`src/rtl/wb_stage_if.sv`:
```
// Memory-stage to write-back-stage handshake: one instruction offer plus the
// fields the write-back stage needs to finish it.
interface wb_stage_if #(
    parameter int unsigned DATA_W = 32,
    parameter int unsigned ADDR_W = 5
);
    logic              ms_to_ws_valid;
    logic              ws_allowin;
    logic [31:0]       ms_pc;
    logic              ms_gr_we;
    logic [ADDR_W-1:0] ms_dest;
    logic [DATA_W-1:0] ms_res;
    logic [2:0]        ms_ld_op;
    logic [1:0]        ms_addr_lo;
    logic [DATA_W-1:0] ms_rt_val;

    modport master (
        output ms_to_ws_valid, ms_pc, ms_gr_we, ms_dest, ms_res,
               ms_ld_op, ms_addr_lo, ms_rt_val,
        input  ws_allowin
    );

    modport slave (
        input  ms_to_ws_valid, ms_pc, ms_gr_we, ms_dest, ms_res,
               ms_ld_op, ms_addr_lo, ms_rt_val,
        output ws_allowin
    );
endinterface

```
`src/rtl/wb_stage.sv`:
```
// Write-back stage: holds one instruction, waits for load data, extracts and
// merges it, and drives the register-file write port, forwarding bus and trace.
module wb_stage #(
    parameter int unsigned DATA_W = 32,
    parameter int unsigned ADDR_W = 5
) (
    input  logic              clk,
    input  logic              rst,
    wb_stage_if.slave         ms,
    input  logic              data_rdata_ok,
    input  logic [DATA_W-1:0] data_rdata,
    output logic [3:0]        rf_we,
    output logic [ADDR_W-1:0] rf_waddr,
    output logic [DATA_W-1:0] rf_wdata,
    output logic              ws_fwd_valid,
    output logic [ADDR_W-1:0] ws_fwd_dest,
    output logic              ws_fwd_data_ok,
    output logic [DATA_W-1:0] ws_fwd_data,
    output logic [31:0]       debug_wb_pc,
    output logic [3:0]        debug_wb_rf_wen,
    output logic [ADDR_W-1:0] debug_wb_rf_wnum,
    output logic [DATA_W-1:0] debug_wb_rf_wdata
);
    localparam int unsigned NBYTES = 4;

    typedef enum logic [2:0] {
        LD_NONE = 3'd0, LD_B  = 3'd1, LD_BU = 3'd2, LD_H  = 3'd3,
        LD_HU   = 3'd4, LD_W  = 3'd5, LD_WL = 3'd6, LD_WR = 3'd7
    } ld_op_e;

    logic              ws_valid_q, ws_valid_d;
    logic [31:0]       pc_q, pc_d;
    logic              gr_we_q, gr_we_d;
    logic [ADDR_W-1:0] dest_q, dest_d;
    logic [DATA_W-1:0] res_q, res_d;
    ld_op_e            ld_op_q, ld_op_d;
    logic [1:0]        addr_lo_q, addr_lo_d;
    logic [DATA_W-1:0] rt_val_q, rt_val_d;

    logic              ws_ready_go;
    logic              write_cycle;
    logic              wr_en;
    logic [7:0]        ld_byte;
    logic [15:0]       ld_half;
    logic [DATA_W-1:0] shifted;
    logic [3:0]        wb_mask;
    logic [DATA_W-1:0] wb_data;

    assign ws_ready_go   = (ld_op_q == LD_NONE) | data_rdata_ok;
    assign ms.ws_allowin = !ws_valid_q | ws_ready_go;
    assign write_cycle   = ws_valid_q & ws_ready_go;
    assign wr_en         = ws_valid_q & gr_we_q & (dest_q != '0);

    // Pipeline register: a stalled load keeps every field until its data arrives.
    always_comb begin
        ws_valid_d = ws_valid_q;
        pc_d       = pc_q;
        gr_we_d    = gr_we_q;
        dest_d     = dest_q;
        res_d      = res_q;
        ld_op_d    = ld_op_q;
        addr_lo_d  = addr_lo_q;
        rt_val_d   = rt_val_q;
        if (ms.ms_to_ws_valid && ms.ws_allowin) begin
            ws_valid_d = 1'b1;
            pc_d       = ms.ms_pc;
            gr_we_d    = ms.ms_gr_we;
            dest_d     = ms.ms_dest;
            res_d      = ms.ms_res;
            ld_op_d    = ld_op_e'(ms.ms_ld_op);
            addr_lo_d  = ms.ms_addr_lo;
            rt_val_d   = ms.ms_rt_val;
        end else if (ws_ready_go) begin
            ws_valid_d = 1'b0;
        end
    end

    always_ff @(posedge clk) begin
        if (rst) begin
            ws_valid_q <= 1'b0;
            pc_q       <= '0;
            gr_we_q    <= 1'b0;
            dest_q     <= '0;
            res_q      <= '0;
            ld_op_q    <= LD_NONE;
            addr_lo_q  <= '0;
            rt_val_q   <= '0;
        end else begin
            ws_valid_q <= ws_valid_d;
            pc_q       <= pc_d;
            gr_we_q    <= gr_we_d;
            dest_q     <= dest_d;
            res_q      <= res_d;
            ld_op_q    <= ld_op_d;
            addr_lo_q  <= addr_lo_d;
            rt_val_q   <= rt_val_d;
        end
    end

    // Load extraction; lwl/lwr shift the word into place and keep rt in the other bytes.
    always_comb begin
        ld_byte = data_rdata[{addr_lo_q, 3'b000} +: 8];
        ld_half = data_rdata[{addr_lo_q[1], 4'b0000} +: 16];
        shifted = data_rdata;
        wb_mask = 4'b1111;
        wb_data = res_q;
        case (ld_op_q)
            LD_B:  wb_data = {{(DATA_W-8){ld_byte[7]}}, ld_byte};
            LD_BU: wb_data = {{(DATA_W-8){1'b0}}, ld_byte};
            LD_H:  wb_data = {{(DATA_W-16){ld_half[15]}}, ld_half};
            LD_HU: wb_data = {{(DATA_W-16){1'b0}}, ld_half};
            LD_W:  wb_data = data_rdata;
            LD_WL: begin
                shifted = data_rdata << {2'(2'd3 - addr_lo_q), 3'b000};
                wb_mask = 4'b1111 << 2'(2'd3 - addr_lo_q);
            end
            LD_WR: begin
                shifted = data_rdata >> {addr_lo_q, 3'b000};
                wb_mask = 4'b1111 >> addr_lo_q;
            end
            default: wb_data = res_q;
        endcase
        if (ld_op_q == LD_WL || ld_op_q == LD_WR) begin
            for (int unsigned i = 0; i < NBYTES; i++) begin
                wb_data[8*i +: 8] = wb_mask[i] ? shifted[8*i +: 8] : rt_val_q[8*i +: 8];
            end
        end
    end

    assign rf_we             = (write_cycle && wr_en) ? wb_mask : 4'b0000;
    assign rf_waddr          = dest_q;
    assign rf_wdata          = wb_data;
    assign ws_fwd_valid      = wr_en;
    assign ws_fwd_dest       = wr_en ? dest_q : '0;
    assign ws_fwd_data_ok    = wr_en & ws_ready_go;
    assign ws_fwd_data       = wb_data;
    assign debug_wb_pc       = ws_valid_q ? pc_q : 32'h0;
    assign debug_wb_rf_wen   = rf_we;
    assign debug_wb_rf_wnum  = rf_waddr;
    assign debug_wb_rf_wdata = rf_wdata;
endmodule

```
`src/flat_wrapper.sv`:
```
// flat-port wrapper written by rule: the top's interface ports become plain ports
module wb_stage_flat 
#(
    parameter int unsigned DATA_W = 32,
    parameter int unsigned ADDR_W = 5
)
  (clk, rst, data_rdata_ok, data_rdata, rf_we, rf_waddr, rf_wdata, ws_fwd_valid, ws_fwd_dest, ws_fwd_data_ok, ws_fwd_data, debug_wb_pc, debug_wb_rf_wen, debug_wb_rf_wnum, debug_wb_rf_wdata, ms_ms_to_ws_valid, ms_ms_pc, ms_ms_gr_we, ms_ms_dest, ms_ms_res, ms_ms_ld_op, ms_ms_addr_lo, ms_ms_rt_val, ms_ws_allowin);
  wb_stage_if #(.DATA_W(DATA_W), .ADDR_W(ADDR_W)) ms_i ();
  input  logic clk;
  input  logic rst;
  input  logic data_rdata_ok;
  input  logic [DATA_W-1:0] data_rdata;
  output logic [3:0] rf_we;
  output logic [ADDR_W-1:0] rf_waddr;
  output logic [DATA_W-1:0] rf_wdata;
  output logic ws_fwd_valid;
  output logic [ADDR_W-1:0] ws_fwd_dest;
  output logic ws_fwd_data_ok;
  output logic [DATA_W-1:0] ws_fwd_data;
  output logic [31:0] debug_wb_pc;
  output logic [3:0] debug_wb_rf_wen;
  output logic [ADDR_W-1:0] debug_wb_rf_wnum;
  output logic [DATA_W-1:0] debug_wb_rf_wdata;
  input wire logic [$bits(ms_i.ms_to_ws_valid)-1:0] ms_ms_to_ws_valid;
  input wire logic [$bits(ms_i.ms_pc)-1:0] ms_ms_pc;
  input wire logic [$bits(ms_i.ms_gr_we)-1:0] ms_ms_gr_we;
  input wire logic [$bits(ms_i.ms_dest)-1:0] ms_ms_dest;
  input wire logic [$bits(ms_i.ms_res)-1:0] ms_ms_res;
  input wire logic [$bits(ms_i.ms_ld_op)-1:0] ms_ms_ld_op;
  input wire logic [$bits(ms_i.ms_addr_lo)-1:0] ms_ms_addr_lo;
  input wire logic [$bits(ms_i.ms_rt_val)-1:0] ms_ms_rt_val;
  output wire logic [$bits(ms_i.ws_allowin)-1:0] ms_ws_allowin;
  assign ms_i.ms_to_ws_valid = ms_ms_to_ws_valid;
  assign ms_i.ms_pc = ms_ms_pc;
  assign ms_i.ms_gr_we = ms_ms_gr_we;
  assign ms_i.ms_dest = ms_ms_dest;
  assign ms_i.ms_res = ms_ms_res;
  assign ms_i.ms_ld_op = ms_ms_ld_op;
  assign ms_i.ms_addr_lo = ms_ms_addr_lo;
  assign ms_i.ms_rt_val = ms_ms_rt_val;
  assign ms_ws_allowin = ms_i.ws_allowin;
  wb_stage #(.DATA_W(DATA_W), .ADDR_W(ADDR_W)) u_core (.clk(clk), .rst(rst), .ms(ms_i), .data_rdata_ok(data_rdata_ok), .data_rdata(data_rdata), .rf_we(rf_we), .rf_waddr(rf_waddr), .rf_wdata(rf_wdata), .ws_fwd_valid(ws_fwd_valid), .ws_fwd_dest(ws_fwd_dest), .ws_fwd_data_ok(ws_fwd_data_ok), .ws_fwd_data(ws_fwd_data), .debug_wb_pc(debug_wb_pc), .debug_wb_rf_wen(debug_wb_rf_wen), .debug_wb_rf_wnum(debug_wb_rf_wnum), .debug_wb_rf_wdata(debug_wb_rf_wdata));
endmodule
```
`config.mk`:
```
export PLATFORM = sky130hd
export DESIGN_NAME = wb_stage_flat
export DESIGN_NICKNAME = d
export VERILOG_FILES = /design/src/rtl/wb_stage_if.sv /design/src/rtl/wb_stage.sv /design/src/flat_wrapper.sv
export SDC_FILE = /design/constraint.sdc
export NUM_CORES = 1
export LEC_CHECK = 0
export BUFFER_PORTS_ARGS = -buffer_cell sky130_fd_sc_hd__buf_2
export CAP_MARGIN = 25
export CORE_MARGIN = 2
export CORE_UTILIZATION = 49
export DETAILED_ROUTE_END_ITERATION = 10
export GPL_TIMING_DRIVEN = 0
export HOLD_SLACK_MARGIN = 0.06
export PLACE_DENSITY = 0.81
export SLEW_MARGIN = 40
export SYNTH_ARGS = -nofsm -noshare
export SYNTH_HDL_FRONTEND = slang
export SYNTH_SLANG_ARGS = --single-unit
```
`constraint.sdc`:
```
create_clock -name clk -period 2.2 [get_ports clk]
set_input_delay 0 -clock clk [delete_from_list [all_inputs] [get_ports clk]]
set_output_delay 0 -clock clk [all_outputs]
set_load 0.02 [all_outputs]
```
# Word level (Yosys, flattened, before mapping)
# Index checks and enable logic that the tools add are counted.
classes:
  n_addsub: 1
  n_mul: 0
  n_div: 0
  n_lt_le_gt_ge: 0
  n_eq_ne: 7
  n_shift: 6
  muxes: 13
  n_bitwise: 6
  reduce_logical: 7
ops:
  columns: ["op", "count"]
  rows:
  - ["$pmux 32 s5", 1]
  - ["$mux 32", 2]
  - ["$pmux 32 s2", 1]
  - ["$mux 8", 4]
  - ["$shiftx 32x6->16", 1]
  - ["$shiftx 32x6->8", 1]
  - ["$shl 32x5->32", 1]
  - ["$shr 32x5->32", 1]
  - ["$eq 3x3->1 const B", 4]
  - ["$pmux 4 s2", 1]
  - ["$eq 3x2->1 const B", 2]
  - ["$mux 5", 1]
  - ["$reduce_bool 5->1", 1]
  - ["$and 1x1->1", 4]
  - ["$mux 4", 1]
  - ["$shl 4x2->4 const A", 1]
  - ["$shr 4x2->4 const A", 1]
  - ["$eq 3x1->1 const B", 1]
  - ["$logic_not 3->1", 1]
  - ["$logic_and 1x1->1", 2]
  - ["$mux 1", 2]
  - ["$or 1x1->1", 2]
  - ["$reduce_bool 2->1", 1]
  - ["$sub 2x2->2 const A", 1]
  - ["2 further kinds", 2]
word_totals:
  ff_bits: 108
  latch_bits: 0
  ram_bits: 0
  romBits: 0
  memories: 0

# Depth between registers and ports, before layout
logic_depth:
  word_depth: 5
  ltp_mapped: 10
  mapped_depth_nobuf: 5

# Worst setup path before layout
# OpenSTA, ideal clock, no wires.
synth_timing:
  path_type: "register -> output"
  from: "reg u_core.ld_op_q[0]"
  to: "out rf_wdata[17]"
  arrival_ns: 2.116
  t_required_ns: 2.200
  path_slack_ns: 0.084
  stages_incl_launch_ff: 8
  n_path_buf: 3
  cell_sequence: "dfxtp_1 buf_2 buf_1 nor3_1 a21oi_1 o22ai_1 o22ai_1 buf_4"
synth_between:
  elab_chain_cells: 4
  word_cells_on_any_way: 13
  cone_classes: "7 x eq/ne; 5 x mux; 1 x reduce/logical"
synth_lines:
  columns: ["element", "line", "text"]
  rows:
  - ["start, declared", "wb_stage.sv:36", "ld_op_e ld_op_q, ld_op_d;"]
  - ["start signal, assigned", "wb_stage.sv:94", "ld_op_q <= ld_op_d;"]
  - ["$eq 3x3->1", "wb_stage.sv:107, wb_stage.sv:123", null]
  - ["$pmux 32 s2 or $pmux 4 s2 (tied branches)", "wb_stage.sv:107", "case (ld_op_q)"]
  - ["$mux 8", "wb_stage.sv:125", "wb_data[8*i +: 8] = wb_mask[i] ? shifted[8*i +: 8] : rt_val_q[8*i +: 8];"]
  - ["$mux 32 *", "wb_stage.sv:123", "if (ld_op_q == LD_WL || ld_op_q == LD_WR) begin"]
  - ["end, declared", "flat_wrapper.sv:15", "output logic [DATA_W-1:0] rf_wdata;"]
# Mark *: on every way between the ends. The rest lies on a longest branch, timed or not.

# Worst setup path in the final report
layout_timing:
  from: "reg u_core.ld_op_q[1]"
  to: "out rf_wdata[26]"
# The elaborated chain is that of the path after synthesis.

==> metrics <==
hold wc startpoint rst; Synth area leaders dfxtp_1 (30%), nand2_1 (13%), a21oi_1 (13%); I/O pins between 200 and 300; largest area contributor in the netlist dfxtp_1; die width 125.4 µm; pin count of the biggest net entering global routing 20; status complete, but fails checks; GR Util All Layers a little over two fifths; # fillers 818; Synth Flop Type dfxtp_1; Reg clk slew, reported paths roughly 0.08 ns; Hold Path Sink u_core.debug_wb_rf_wnum[1]$_SDFFE_PP0P_; pre-CTS WS -0.4570 ns; via count of the first global-routing pass ~9600; Rows 44; Synth cell types 43; register bit total from synthesis ~110; detailed router's first-iteration violation count between 1500 and 2000; clk_skew roughly 0.018 ns; CTS max path bufs 2; number of remaining DRC errors 2; Area Growth Syn to Fin 69.20%; Startpoint Class register; Root Driver clkbuf_16; DR WL/cell roughly 23 µm; PD cells slightly below 600 nW/µm²; Clock Latency Late Sink 0.37 ns; Post-Route WL about 39000 µm; clock sink total around 110; Worst EP required between 2 and 2.5 ns; Worst Tran Pin Value ~0.73 ns; syn_area_per_cell slightly below 7 µm²; Worst EP arrival ~2.7 ns; failing checks DRC, setup timing; height of the die 125.4 µm; RSZ-0062 raised after global routing true; crit-path cells buf_4 > or3_1 > buf_2 > clkbuf_2 > o21ai_1 > o22ai_2 > buf_4 > buf_6; initial antenna violation count 0; Final Cell Area 12210 µm²; Yosys Warn Count 0; Routability Congestion between 1 and 1.5; htree depth 3; CTS tree done; nets@finish 1645; final setup violation count 94; CP max-delay cell o21ai_1; fmax 0.3742 GHz; final hold slack approximately 0.40 ns; syn_nets ~1200; worst stage delay on the critical path approximately 0.50 ns; leakage ~5.4 nW; post-route ant nets 0; CP max FO 10; number of diodes 0; Post-Synthesis Cells 1059; R2R Setup Slk around 0.010 ns; critical path class register to output port; Util after Layout approximately 84%; layout cells sized above 1 just over 40%; min Tclk post-route approximately 2.7 ns; final worst slack -0.4722 ns; R2R depth 9; Layout Cells excl Fill between 1500 and 2000; area of placed instances approximately 9000 µm²; mapped cell area roughly 7200 µm²; global-route wire length before repair between 50000 and 60000 µm; core area 14480 µm²; MaxCap Viol Count 0; CTS Buf Count 9; Critical R2R Capture u_core.res_q[23]$_SDFFE_PP0P_; total gr overflow 0; Via density approximately 6.4; hold path cells 3; detailed placer's ending HPWL roughly 23000 µm; post-synthesis sequential area ratio around 30%; Hold WC Path Type primary input to register; Post-synth EDFFs 0; via count 10778; Max-slew headroom between 50 and 60%; worst r2r src u_core.ld_op_q[1]$_SDFFE_PP0P_; Initial Util 49.85%; Max VDD drop ~0.00042 V; asr flop ratio synth 0%; placed insts 1538; TritonRoute pass-1 iters 11; final hold vios 0; top cell type's share of synthesized area between 20% and 30%; crit share post-route 121.5%; CP endpoint kind output port; critical path's most frequent cell buf_4; Die ar. between 15000 and 20000 µm²; Port Buffers between 200 and 300; Slew Viols, Final 0
[through the flow]
| stage | power (mW) | TNS (ns) |
|---|---|---|
| final | 7.244 | -14.00 |
| after global routing | 7.405 | -17.49 |
| after CTS | 6.610 | -5.797 |
| after detailed placement | 4.407 | -25.98 |
| after global placement | 4.384 | -28.93 |
| after floorplan | 3.647 | 0 |
[where the power goes]
part / switching (mW) / internal, mW / total, mW
Combinational: 1.80 / 1.51 / 3.31
Sequential: 0.0955 / 2.07 / 2.17
Clock: 0.830 / 0.938 / 1.77
[worst max path at each step]
stage                                     startpoint  slack, ns              end  cells past startpoint
CTS                 u_core.addr_lo_q[1]$_SDFFE_PP0P_      -0.16  ws_fwd_data[23]                      9
global route          u_core.ld_op_q[1]$_SDFFE_PP0P_      -0.51     rf_wdata[26]                      8
detailed placement    u_core.ld_op_q[0]$_SDFFE_PP0P_      -0.46     rf_wdata[16]                      8
finish                u_core.ld_op_q[1]$_SDFFE_PP0P_      -0.47     rf_wdata[26]                      8
floorplan             u_core.ld_op_q[0]$_SDFFE_PP0P_       0.08     rf_wdata[17]                      7
global placement      u_core.ld_op_q[2]$_SDFFE_PP0P_      -0.69         rf_we[2]                      8
[registers in the layout (all words and copies together), names as in the netlist]
register	flops
u_core.ld_op_q	3
u_core.res_q	32
u_core.pc_q	32
u_core.ws_valid_q	1
u_core.rt_val_q	32
u_core.addr_lo_q	2
u_core.debug_wb_rf_wnum	5
u_core.gr_we_q	1
[critical path, delay by kind of cell (launching register included)]
| kind | cells | cell delay (ns) |
|---|---|---|
| AND/OR/NAND/NOR | 1 | 0.34 |
| AO/OA/AOI/OAI | 2 | 0.70 |
| flip-flops | 1 | 0.32 |
| buffers and inverters | 5 | 0.95 |
[cell usage after synthesis, types with 8 or more instances]
cell       instances
mux2_2             8
buf_4             75
o21ai_0           48
a21oi_1          188
o2bb2ai_1          8
o211ai_1          12
buf_1              9
buf_2             23
nand2b_1           9
dfxtp_1          108
o22ai_1           53
nand2_1          259
nand3_1           23
nor2_1            46
clkbuf_1          51
and2_1            34
mux2i_1           28
[routing by layer]
layer  track usage, %  wire length, µm
met3            9.499             5339
met5                0                0
met1            51.08            12930
met2            69.73            17330
met4            20.92             2912
[repair_timing]
action	CTS	global route
resized for setup	235	215
hold endpoints to repair	108	0
hold buffers	109	0
endpoints found under the setup margin	105	139
buffers inserted	16	17
gates cloned	0	1
pin swaps	21	42
[cell usage in the layout (no fill, tap or decap), types with 7 or more instances in the layout]
master / count
a21oi_4: 7
mux2i_1: 17
nand3_1: 18
buf_4: 109
o22ai_1: 24
buf_6: 86
o211ai_1: 12
clkbuf_2: 13
a21oi_2: 21
clkbuf_4: 11
buf_2: 230
nor2b_1: 7
o21ai_0: 29
dfxtp_1: 105
dlygate4sd3_1: 109
o22ai_2: 25
mux2i_4: 9
nor2_1: 39
clkbuf_16: 11
o21ai_1: 12
and2_1: 33
clkbuf_1: 24
a21oi_1: 160
nand2_1: 249
[cell type report]
cell class / instances / area, µm² / share of cell area (%)
inverters: 7 / 31.28 / 0.2561
well taps: 184 / 230.2 / 1.885
clock inverters: 6 / 77.57 / 0.6352
multi-input cells: 781 / 4961 / 40.62
plain buffers: 159 / 1172 / 9.599
flip-flops and latches: 108 / 2168 / 17.75
clock buffers: 10 / 239.0 / 1.957
repair buffers: 436 / 3333 / 27.29
[cells by family after synthesis]
| family | synth area share, % |
|---|---|
| AOI/OAI and AO/OA | 27.63 |
| buffers and inverters | 13.66 |
| muxes | 5.131 |
| DFF | 29.95 |
| and+or+nand+nor | 23.63 |
Power figures use the tool's default switching activity.
